### config.mk
export PLATFORM = sky130hd
export DESIGN_NAME = vector_output_drain
export DESIGN_NICKNAME = d
export VERILOG_FILES = /design/src/rtl/vector_output_drain.sv
export SDC_FILE = /design/constraint.sdc
export NUM_CORES = 1
export LEC_CHECK = 0
export CAP_MARGIN = 20
export CORE_ASPECT_RATIO = 1.2
export CORE_MARGIN = 4
export CORE_UTILIZATION = 50
export CTS_CLUSTER_DIAMETER = 30
export CTS_CLUSTER_SIZE = 24
export DETAILED_ROUTE_END_ITERATION = 8
export PLACE_DENSITY = 0.73
export SKIP_CTS_REPAIR_TIMING = 1
export SYNTH_ARGS = -nofsm -noshare
export SYNTH_HDL_FRONTEND = slang
export SYNTH_SLANG_ARGS = --single-unit
export TNS_END_PERCENT = 1
### constraint.sdc
create_clock -name clock -period 4.96 [get_ports clock]
set_input_delay 1.24 -clock clock [delete_from_list [all_inputs] [get_ports clock]]
set_output_delay 1.24 -clock clock [all_outputs]
set_load 0.1 [all_outputs]
### src/rtl/vector_output_drain.sv
// Vector output drain: buffers full-width CPU result vectors and streams them out one element per handshake.
// Optional macro VEC_DRAIN_DROP_COUNT_EN adds a saturating 16-bit dropped-vector counter port.
module vector_output_drain #(
    parameter int DATA_WIDTH  = 19,
    parameter int VECTOR_SIZE = 6,
    parameter int FIFO_DEPTH  = 4,
    parameter int PTR_WIDTH   = 2,
    parameter int IDX_WIDTH   = 3
) (
    input  logic                              clock,
    input  logic                              reset,
    input  logic                              outFlag,
    input  logic [VECTOR_SIZE*DATA_WIDTH-1:0] out,
    output logic                              stallOut,
    output logic [DATA_WIDTH-1:0]             elemData,
    output logic [IDX_WIDTH-1:0]              elemIndex,
    output logic                              elemValid,
    input  logic                              elemReady,
    output logic                              elemLast,
    output logic                              busy
`ifdef VEC_DRAIN_DROP_COUNT_EN
    ,
    output logic [15:0]                       dropCount
`endif
);
    localparam int VEC_W = VECTOR_SIZE * DATA_WIDTH;
    localparam logic [PTR_WIDTH:0] FULL_CNT  = (PTR_WIDTH+1)'(FIFO_DEPTH);
    localparam logic [PTR_WIDTH:0] STALL_CNT = (PTR_WIDTH+1)'(FIFO_DEPTH - 1);
    localparam logic [IDX_WIDTH-1:0] LAST_IDX = IDX_WIDTH'(VECTOR_SIZE - 1);

    typedef enum logic {IDLE, STREAM} state_t;

    state_t                 state_q, state_d;
    logic [VEC_W-1:0]       mem_q [FIFO_DEPTH];
    logic [VEC_W-1:0]       mem_d [FIFO_DEPTH];
    logic [PTR_WIDTH-1:0]   wr_ptr_q, wr_ptr_d;
    logic [PTR_WIDTH-1:0]   rd_ptr_q, rd_ptr_d;
    logic [PTR_WIDTH:0]     count_q, count_d;
    logic [IDX_WIDTH-1:0]   index_q, index_d;
    logic                   stall_q, stall_d;
    logic                   handshake, pop, push;
    logic [DATA_WIDTH-1:0]  rd_elems [VECTOR_SIZE];

    always_comb begin
        handshake = (state_q == STREAM) && elemReady;
        pop       = handshake && (index_q == LAST_IDX);
        // A full FIFO still accepts a vector when the head leaves at the same edge.
        push      = outFlag && ((count_q != FULL_CNT) || pop);

        mem_d    = mem_q;
        wr_ptr_d = wr_ptr_q;
        rd_ptr_d = rd_ptr_q;
        index_d  = index_q;
        state_d  = state_q;

        if (push) begin
            mem_d[wr_ptr_q] = out;
            wr_ptr_d        = wr_ptr_q + 1'b1;
        end
        if (pop) begin
            rd_ptr_d = rd_ptr_q + 1'b1;
        end
        count_d = count_q + {{PTR_WIDTH{1'b0}}, push} - {{PTR_WIDTH{1'b0}}, pop};

        case (state_q)
            IDLE: begin
                if (count_q != '0) begin
                    state_d = STREAM;
                    index_d = '0;
                end
            end
            STREAM: begin
                if (handshake) begin
                    if (pop) begin
                        index_d = '0;
                        if (count_d == '0) begin
                            state_d = IDLE;
                        end
                    end else begin
                        index_d = index_q + 1'b1;
                    end
                end
            end
            default: state_d = IDLE;
        endcase

        // One slot of slack covers the strobe already in flight when the CPU sees the stall.
        stall_d = (count_d >= STALL_CNT);
    end

    always_ff @(posedge clock) begin
        if (reset) begin
            state_q  <= IDLE;
            wr_ptr_q <= '0;
            rd_ptr_q <= '0;
            count_q  <= '0;
            index_q  <= '0;
            stall_q  <= 1'b0;
        end else begin
            state_q  <= state_d;
            wr_ptr_q <= wr_ptr_d;
            rd_ptr_q <= rd_ptr_d;
            count_q  <= count_d;
            index_q  <= index_d;
            stall_q  <= stall_d;
        end
    end

    always_ff @(posedge clock) begin
        mem_q <= mem_d;
    end

    always_comb begin
        for (int k = 0; k < VECTOR_SIZE; k++) begin
            rd_elems[k] = mem_q[rd_ptr_q][k*DATA_WIDTH +: DATA_WIDTH];
        end
    end

    assign elemValid = (state_q == STREAM);
    assign elemIndex = index_q;
    assign elemData  = elemValid ? rd_elems[index_q] : '0;
    assign elemLast  = elemValid && (index_q == LAST_IDX);
    assign busy      = (count_q != '0) || (state_q == STREAM);
    assign stallOut  = stall_q;

`ifdef VEC_DRAIN_DROP_COUNT_EN
    logic        drop;
    logic [15:0] drop_cnt_q, drop_cnt_d;

    always_comb begin
        drop       = outFlag && !push;
        drop_cnt_d = drop_cnt_q;
        if (drop && (drop_cnt_q != 16'hFFFF)) begin
            drop_cnt_d = drop_cnt_q + 16'd1;
        end
    end

    always_ff @(posedge clock) begin
        if (reset) begin
            drop_cnt_q <= '0;
        end else begin
            drop_cnt_q <= drop_cnt_d;
        end
    end

    assign dropCount = drop_cnt_q;
`endif
endmodule
==> impl_metrics.env, run 1 <==
export IMPL_synth_largest_area_cell="edfxtp_1"
export IMPL_antenna_found_initial=5
export IMPL_crit_path_end_kind="output port"
export IMPL_htreeDepth=3
export IMPL_grt_first_pass_wirelength_um=57120
export IMPL_crit_slowest_cell="dfxtp_4"
export IMPL_yosysWarnings=0
export IMPL_pwr_share_comb_pct=12.5
export IMPL_fp_dieArea_um2=39370
export IMPL_power_frac_clock_pct=44.0
export IMPL_final_hold_violation_count=0
export IMPL_final_cell_area_um2=22580
export IMPL_cpPeakStageDelay_ps=650
export IMPL_synth_top_cell_area_share_pct=75.55
export IMPL_grt_overflow_total=0
export IMPL_yosys_top_cells_area="edfxtp_1, mux4_2, mux2i_1"
export IMPL_gp_congestion=0.7742
export IMPL_ir_drop_mv=0.3700
export IMPL_synth_top_family_by_area="multiplexers"
export IMPL_grt_max_degree=115
export IMPL_fp_dieW_um=181.8
export IMPL_die_h_um=216.6
export IMPL_numCtsBuffers=76
export IMPL_vias_per_cell=5.610
export IMPL_p_switching_w=0.002879
export IMPL_muxShareOfSynthArea_pct=15.95
export IMPL_vias=9026
export IMPL_synth_xor_area_share_pct=0.1933
export IMPL_antenna_left=0
export IMPL_cts_clk_slew_worst_paths_ps=50
export IMPL_ys_ff_latch=468
export IMPL_ys_flop_type="edfxtp_1"
export IMPL_finalWorstSetupSlack_ps=658.3
export IMPL_finalCritPeriodShare_pct=86.73
export IMPL_switching_share_pct=26.04
export IMPL_p_leak_nw=7.226
export IMPL_ys_seq_area_share_pct=76.88
export IMPL_placementRows=76
export IMPL_syn_num_nets=1004
export IMPL_synth_cells=877
export IMPL_dp_hpwl_um=22270
export IMPL_grtUsageTotal_pct=19.16
export IMPL_timing_rr_start="elemIndex[0]"
export IMPL_synth_fa_ha_area_share_pct=0.6628
export IMPL_drc=0
export IMPL_placed_area_um2=20150
export IMPL_synth_compound_area_share_pct=2.465
export IMPL_final_core_utilization_pct=62.98
export IMPL_cp_startpoint="rd_ptr_q[0]"
export IMPL_seq_power_share_pct=43.5
export IMPL_p_per_area_nw_per_um2=489.7
export IMPL_drtIter0Drc=676
export IMPL_synth_enable_flop_cells=456
export IMPL_max_clock_path_buffers=3
export IMPL_dp_slack_ps=633.7
export IMPL_slew_violations=0
export IMPL_slew_headroom_pct=34.76
export IMPL_min_period_ps=4302
export IMPL_synthArstFlopShare_pct=0
export IMPL_clock_skew_ps=18.62
export IMPL_drt_pass1_iterations=5
export IMPL_hold_start="wr_ptr_q[1]"
export IMPL_synthSimpleGateAreaFrac_pct=2.251
export IMPL_path_cells="buf_12, buf_4, mux4_2, mux2i_1, o211ai_1, buf_4"
export IMPL_yosysUniqueCellTypes=36
export IMPL_port_buffers=143
export IMPL_final_common_cell="edfxtp_1"
export IMPL_internal_power_w=0.008176
export IMPL_required_ps=3720
export IMPL_hold_class="reg -> reg"
export IMPL_final_setup_viol_count=0
export IMPL_worst_slew_pin_slew_ps=975.5
export IMPL_layout_nets=1205
export IMPL_start_kind="register"
export IMPL_cts_sinks=468
export IMPL_clockRootBuffer="clkbuf_16"
export IMPL_avgSynthCellArea_um2=20.67
export IMPL_arrival_ps=3060
export IMPL_worstPathMaxFanout=37
export IMPL_instances_no_fill=1609
export IMPL_wirelength_um=37460
export IMPL_syn_area_um2=18120
export IMPL_rsz0062_at_grt="false"
export IMPL_p_total_w=0.01106
export IMPL_cts_tree="done"
export IMPL_status="finished, final reports clean"
export IMPL_initial_core_util_pct=50.55
export IMPL_clock_latency_ps=570
export IMPL_grt_pass1_vias=9595
export IMPL_layout_drive_gt1_share_pct=24.06
export IMPL_drv_cap=0
export IMPL_path_class="reg -> out"
export IMPL_pin_count=144
export IMPL_final_cell_mix="edfxtp_1, clkdlybuf4s50_1, mux2i_1"
export IMPL_dpl_cell_count=1468
export IMPL_fmax_mhz=232.5
export IMPL_area_growth_pct=24.58
export IMPL_cp_common_cell="buf_4"
export IMPL_drt_wirelength_per_cell_um=23.28
export IMPL_core_um2=35850
==> sequential cells by signal, indices dropped and copies added (netlist names) <==
name and count:
count_q 3, elemIndex 3, elemValid 1, mem_q 456
rd_ptr_q 2, stallOut 1, wr_ptr_q 2
==> final cells by class <==
type	count	area, um2
multi-input cells	357	3914
clock buffers	86	1982
flip-flops and latches	468	13940
inverters	8	30.03
clock inverters	53	442.9
repair buffers	167	1674
fillers	2446	13270
diodes	2	5.005
well taps	468	585.6
==> logic make-up (layout without fill, tap and decap cells) <==
kind of cell / count (synthesis) / in the layout
multiplexers: 189 / 189
buffers and inverters: 52 / 314
AO/OA/AOI/OAI: 67 / 67
flip-flops: 468 / 468
XOR/XNOR: 4 / 4
AND/OR/NAND/NOR: 88 / 88
other: 0 / 2
adder cells (fa/ha/maj): 9 / 9
==> critical path, delay by kind of cell, from the launching register on <==
family          cells  cell delay (ps)
buf+inv             3              910
mux                 2              730
flops               1              650
compound gates      1              140
==> through the flow <==
step | hold slack, ps | TNS, ps
6_report | 559.6 | 0
5_1_grt | 596.3 | 0
3_5_place_dp | 545.9 | 0
3_3_place_gp | 538.7 | 0
4_1_cts | 558.1 | 0
2_1_floorplan | 513.6 | -26380
==> Yosys cell counts (all sizes together) (3+ instances only) <==
cell type  instances
edfxtp           456
nand2             42
inv                8
dfxtp             12
buf               31
nor2              10
ha                 8
nor3               4
mux2              19
and2               6
a21oi             23
clkbuf            13
mux2i             92
a22oi             17
nand3             17
nor2b              3
mux4              78
o211ai            19
==> final timing paths <==
path	endpoint	cells past startpoint	slack [ps]
hold reg to reg	wr_ptr_q[1]	2	560
hold / removal	wr_ptr_q[1]	2	560
setup reg to reg	elemValid	13	1540
setup / recovery	elemData[4]	6	660
==> per-layer routing <==
layer | vias to the layer above | track usage [%] | routed length (um)
met5 | - | 0 | 43
met4 | 6 | 6.356 | 889
met2 | 269 | 31.58 | 19090
met3 | 72 | 4.297 | 2082
li1 | 4033 | - | -
met1 | 4646 | 25.61 | 15350
==> power by group through the flow <==
stage,clock (W),combinational (W),sequential [W]
floorplan,0,0.000866,0.00493
global placement,0,0.00138,0.00487
detailed placement,0,0.00139,0.00489
CTS,0.00496,0.00140,0.00481
global route,0.00516,0.00146,0.00483
finish,0.00487,0.00138,0.00481
Power figures use the tool's default switching activity.
==> run 2, diff against run 1 <==
--- a/config.mk
+++ b/config.mk
@@ -17,4 +17,3 @@
 export SYNTH_ARGS = -nofsm -noshare
 export SYNTH_HDL_FRONTEND = slang
 export SYNTH_SLANG_ARGS = --single-unit
-export TNS_END_PERCENT = 1
==> impl_metrics.env, run 2 (synthesis results as in run 1) <==
export IMPL_vias_per_cell=5.623
export IMPL_worstPathMaxFanout=36
export IMPL_min_period_ps=4340
export IMPL_p_total_w=0.01159
export IMPL_grt_max_degree=115
export IMPL_port_buffers=143
export IMPL_htreeDepth=3
export IMPL_fmax_mhz=230.4
export IMPL_placed_area_um2=20160
export IMPL_drc=0
export IMPL_slew_headroom_pct=34.89
export IMPL_switching_share_pct=25.03
export IMPL_finalCritPeriodShare_pct=87.50
export IMPL_gp_congestion=0.7688
export IMPL_clock_skew_ps=23.37
export IMPL_final_setup_viol_count=0
export IMPL_power_frac_clock_pct=46.4
export IMPL_drtIter0Drc=634
export IMPL_dp_hpwl_um=22710
export IMPL_hold_start="wr_ptr_q[1]"
export IMPL_max_clock_path_buffers=3
export IMPL_largest_reg_flops=456
export IMPL_pin_count=144
export IMPL_worst_slew_pin_slew_ps=973.6
export IMPL_final_cell_area_um2=22870
export IMPL_pwr_share_comb_pct=12.0
export IMPL_final_common_cell="edfxtp_1"
export IMPL_antenna_left=0
export IMPL_cts_sinks=468
export IMPL_fin_tns_setup_ps=0
export IMPL_die_h_um=216.6
export IMPL_cp_startpoint="rd_ptr_q[1]"
export IMPL_drt_pass1_iterations=5
export IMPL_arrival_ps=3100
export IMPL_status="finished, final reports clean"
export IMPL_layout_nets=1211
export IMPL_vias=9093
export IMPL_hold_class="reg -> reg"
export IMPL_hold_ws_ps=563.4
export IMPL_p_leak_nw=7.353
export IMPL_grt_first_pass_wirelength_um=57450
export IMPL_placementRows=76
export IMPL_final_cell_mix="edfxtp_1, clkdlybuf4s50_1, mux2i_1"
export IMPL_clockRootBuffer="clkbuf_16"
export IMPL_finalWorstSetupSlack_ps=620.0
export IMPL_fp_dieW_um=181.8
export IMPL_timing_rr_start="elemIndex[0]"
export IMPL_regMostFlops="mem_q"
export IMPL_cts_clk_slew_worst_paths_ps=50
export IMPL_dp_slack_ps=638.1
export IMPL_slew_violations=0
export IMPL_grtUsageTotal_pct=19.32
export IMPL_antenna_found_initial=3
export IMPL_numCtsBuffers=80
export IMPL_internal_power_w=0.008687
export IMPL_seq_power_share_pct=41.6
export IMPL_initial_core_util_pct=50.55
export IMPL_path_class="reg -> out"
export IMPL_clock_latency_ps=570
export IMPL_core_um2=35850
export IMPL_ir_drop_mv=0.4488
export IMPL_area_growth_pct=26.17
export IMPL_fp_dieArea_um2=39370
export IMPL_layout_drive_gt1_share_pct=24.32
export IMPL_required_ps=3720
export IMPL_final_hold_violation_count=0
export IMPL_wirelength_um=38210
export IMPL_grt_pass1_vias=9501
export IMPL_p_per_area_nw_per_um2=506.7
export IMPL_rsz0062_at_grt="false"
export IMPL_grt_overflow_total=0
export IMPL_drt_wirelength_per_cell_um=23.63
export IMPL_drv_cap=0
export IMPL_crit_path_end_kind="output port"
export IMPL_start_kind="register"
export IMPL_p_switching_w=0.002900
export IMPL_cts_tree="done"
## run 2: cell count changes in the layout (fill, tap and decap cells not counted), sizes merged, moves of 2 or more
cell / change
buf: +3
bufinv: +8
clkbuf: +2
inv: -7
clkinvlp: +2
## run 2: routing by layer
| metal | share of wire [%] | global-route usage [%] | up-vias |
|---|---|---|---|
| li1 | - | - | 4052 |
| met2 | 52 | 32.92 | 327 |
| met1 | 39 | 24.83 | 4653 |
| met3 | 6.8 | 4.398 | 59 |
| met5 | 0.018 | 0 | - |
| met4 | 2.3 | 6.281 | 2 |
## run 2: power by group through the flow
stage          combinational (W)  clock, W  sequential [W]
2_1_floorplan           0.000867         0         0.00491
3_3_place_gp             0.00139         0         0.00487
3_5_place_dp             0.00141         0         0.00489
4_1_cts                  0.00141   0.00545         0.00482
5_1_grt                  0.00147   0.00567         0.00484
6_report                 0.00139   0.00537         0.00482
## run 2: metrics by stage
stage | utilization, % | std cells
global placement | 56.24 | 1470
CTS | 63.77 | 1615
finish | 63.78 | 1617
global route | 63.78 | 1617
detailed placement | 56.24 | 1470
floorplan | - | 877
## run 2: final timing paths
kind / to / slack (ps) / depth (start not counted)
min reg2reg: wr_ptr_q[1] / 560 / 2
max: elemData[5] / 620 / 6
min: wr_ptr_q[1] / 560 / 2
max reg2reg: elemValid / 1170 / 14
## run 2: area by class of cell
type | instances | area (um2)
Timing Repair Buffer | 169 | 1687
Clock buffer | 88 | 2053
Sequential cell | 468 | 13940
Clock inverter | 57 | 646.9
Fill cell | 2358 | 12980
Tap cell | 468 | 585.6
Antenna cell | 2 | 5.005
Multi-Input combinational cell | 357 | 3914
Inverter | 8 | 30.03
## run 2: worst max-delay path, cell delays in order (launching register included)
cell and delay, ps:
dfxtp_4 740, buf_4 540, mux4_2 400, mux2_2 280, nand2_1 110, o211ai_1 170
buf_4 280
==> run 3, diff against run 2 <==
--- a/config.mk
+++ b/config.mk
@@ -17,3 +17,4 @@
 export SYNTH_ARGS = -nofsm -noshare
 export SYNTH_HDL_FRONTEND = slang
 export SYNTH_SLANG_ARGS = --single-unit
+export TNS_END_PERCENT = 20
==> impl_metrics.env, run 3 (synthesis results as in run 1) <==
export IMPL_regMostFlops="mem_q"
export IMPL_instances_no_fill=1614
export IMPL_grt_pass1_vias=9702
export IMPL_fillCellCount=2339
export IMPL_rsz0062_at_grt="false"
export IMPL_final_hold_violation_count=0
export IMPL_largest_reg_flops=456
export IMPL_final_core_utilization_pct=63.86
export IMPL_worstPathMaxFanout=54
export IMPL_ir_drop_mv=0.4258
export IMPL_path_class="reg -> out"
export IMPL_pin_count=144
export IMPL_placementRows=76
export IMPL_hold_class="reg -> reg"
export IMPL_start_kind="register"
export IMPL_hold_ws_ps=553.9
export IMPL_cts_sinks=468
export IMPL_drc=0
export IMPL_vias=9209
export IMPL_final_common_cell="edfxtp_1"
export IMPL_min_period_ps=4285
export IMPL_arrival_ps=3050
export IMPL_clock_skew_ps=16.12
export IMPL_final_setup_viol_count=0
export IMPL_area_growth_pct=26.32
export IMPL_antenna_found_initial=2
export IMPL_final_cell_area_um2=22890
export IMPL_crit_path_end_kind="output port"
export IMPL_port_buffers=143
export IMPL_p_leak_nw=7.337
export IMPL_grt_max_degree=67
export IMPL_cts_clk_slew_worst_paths_ps=40
export IMPL_dp_hpwl_um=23170
export IMPL_core_um2=35850
export IMPL_layout_drive_gt1_share_pct=24.72
export IMPL_status="finished, final reports clean"
export IMPL_dpl_cell_count=1467
export IMPL_drt_wirelength_per_cell_um=24.02
export IMPL_die_h_um=216.6
export IMPL_fin_tns_setup_ps=0
export IMPL_placed_area_um2=20150
export IMPL_p_per_area_nw_per_um2=510.6
export IMPL_htreeDepth=3
export IMPL_final_cell_mix="edfxtp_1, clkdlybuf4s50_1, mux2i_1"
export IMPL_drtIter0Drc=903
export IMPL_slew_headroom_pct=29.64
export IMPL_wirelength_um=38770
export IMPL_grt_overflow_total=0
export IMPL_fmax_mhz=233.4
export IMPL_slew_violations=0
export IMPL_drt_pass1_iterations=5
export IMPL_required_ps=3720
export IMPL_grtUsageTotal_pct=19.69
export IMPL_cts_tree="done"
export IMPL_numCtsBuffers=80
export IMPL_fp_dieW_um=181.8
export IMPL_fp_dieArea_um2=39370
export IMPL_drv_cap=0
export IMPL_finalCritPeriodShare_pct=86.39
export IMPL_gp_congestion=0.7570
export IMPL_clockRootBuffer="clkbuf_16"
export IMPL_max_clock_path_buffers=3
export IMPL_initial_core_util_pct=50.55
export IMPL_clock_latency_ps=580
export IMPL_worst_slew_pin_slew_ps=1054
export IMPL_antenna_left=0
export IMPL_vias_per_cell=5.706
export IMPL_layout_nets=1208
export IMPL_grt_first_pass_wirelength_um=58540
[run 3: cell types whose count changed in the layout (fill, tap and decap cells not counted), moves of 3 or more]
cell        delta
clkinv_1       -5
clkinv_2       -3
clkinv_8       -4
clkinv_4       +4
buf_4          -5
clkinvlp_4     +6
[run 3: routing by layer]
layer,global-route usage (%),part of all wire [%],vias to the layer above
met1,26.01,40,4738
met3,4.516,6.6,77
met4,7.082,2.5,4
met5,0,0.072,-
met2,32.48,51,347
li1,-,-,4043
[run 3: area by class of cell]
| type | instances | area, um2 | area share [%] |
|---|---|---|---|
| inverter | 8 | 30.03 | 0.1312 |
| sequential | 468 | 13940 | 60.90 |
| antenna | 1 | 2.502 | 0.01093 |
| clock inverter | 60 | 706.9 | 3.088 |
| multi-input combinational | 357 | 3914 | 17.09 |
| tap | 468 | 585.6 | 2.558 |
| timing repair buffer | 166 | 1679 | 7.334 |
| clock buffer | 86 | 2034 | 8.886 |
[run 3: where the power goes]
| part | total, W | switching (W) | leakage, nW | internal (W) |
|---|---|---|---|---|
| registers | 0.00480 | 0.0000918 | 4.28 | 0.00471 |
| logic | 0.00141 | 0.000969 | 1.76 | 0.000441 |
| clock network | 0.00548 | 0.00193 | 1.29 | 0.00355 |
[run 3: worst max-delay path, cell delays in order, from the launching register on]
cell      delay, ps
dfxtp_4         480
buf_4           700
mux4_2          430
mux2_2          270
nand2_1         110
o211ai_1        180
buf_4           290
[run 3: worst paths after layout]
check,start,end,cells past startpoint,slack [ps]
setup / recovery,elemIndex[0],elemData[11],6,670
hold / removal,elemIndex[2],elemIndex[2],2,550
setup reg to reg,elemIndex[1],elemValid,14,1650
hold reg to reg,elemIndex[2],elemIndex[2],2,550
[run 3: stage by stage]
step	power, W	setup WS (ps)
2_1_floorplan	0.005793	-76.98
3_3_place_gp	0.006266	746.0
3_5_place_dp	0.006299	590.0
4_1_cts	0.01179	596.8
5_1_grt	0.01208	469.3
6_report	0.01169	674.9
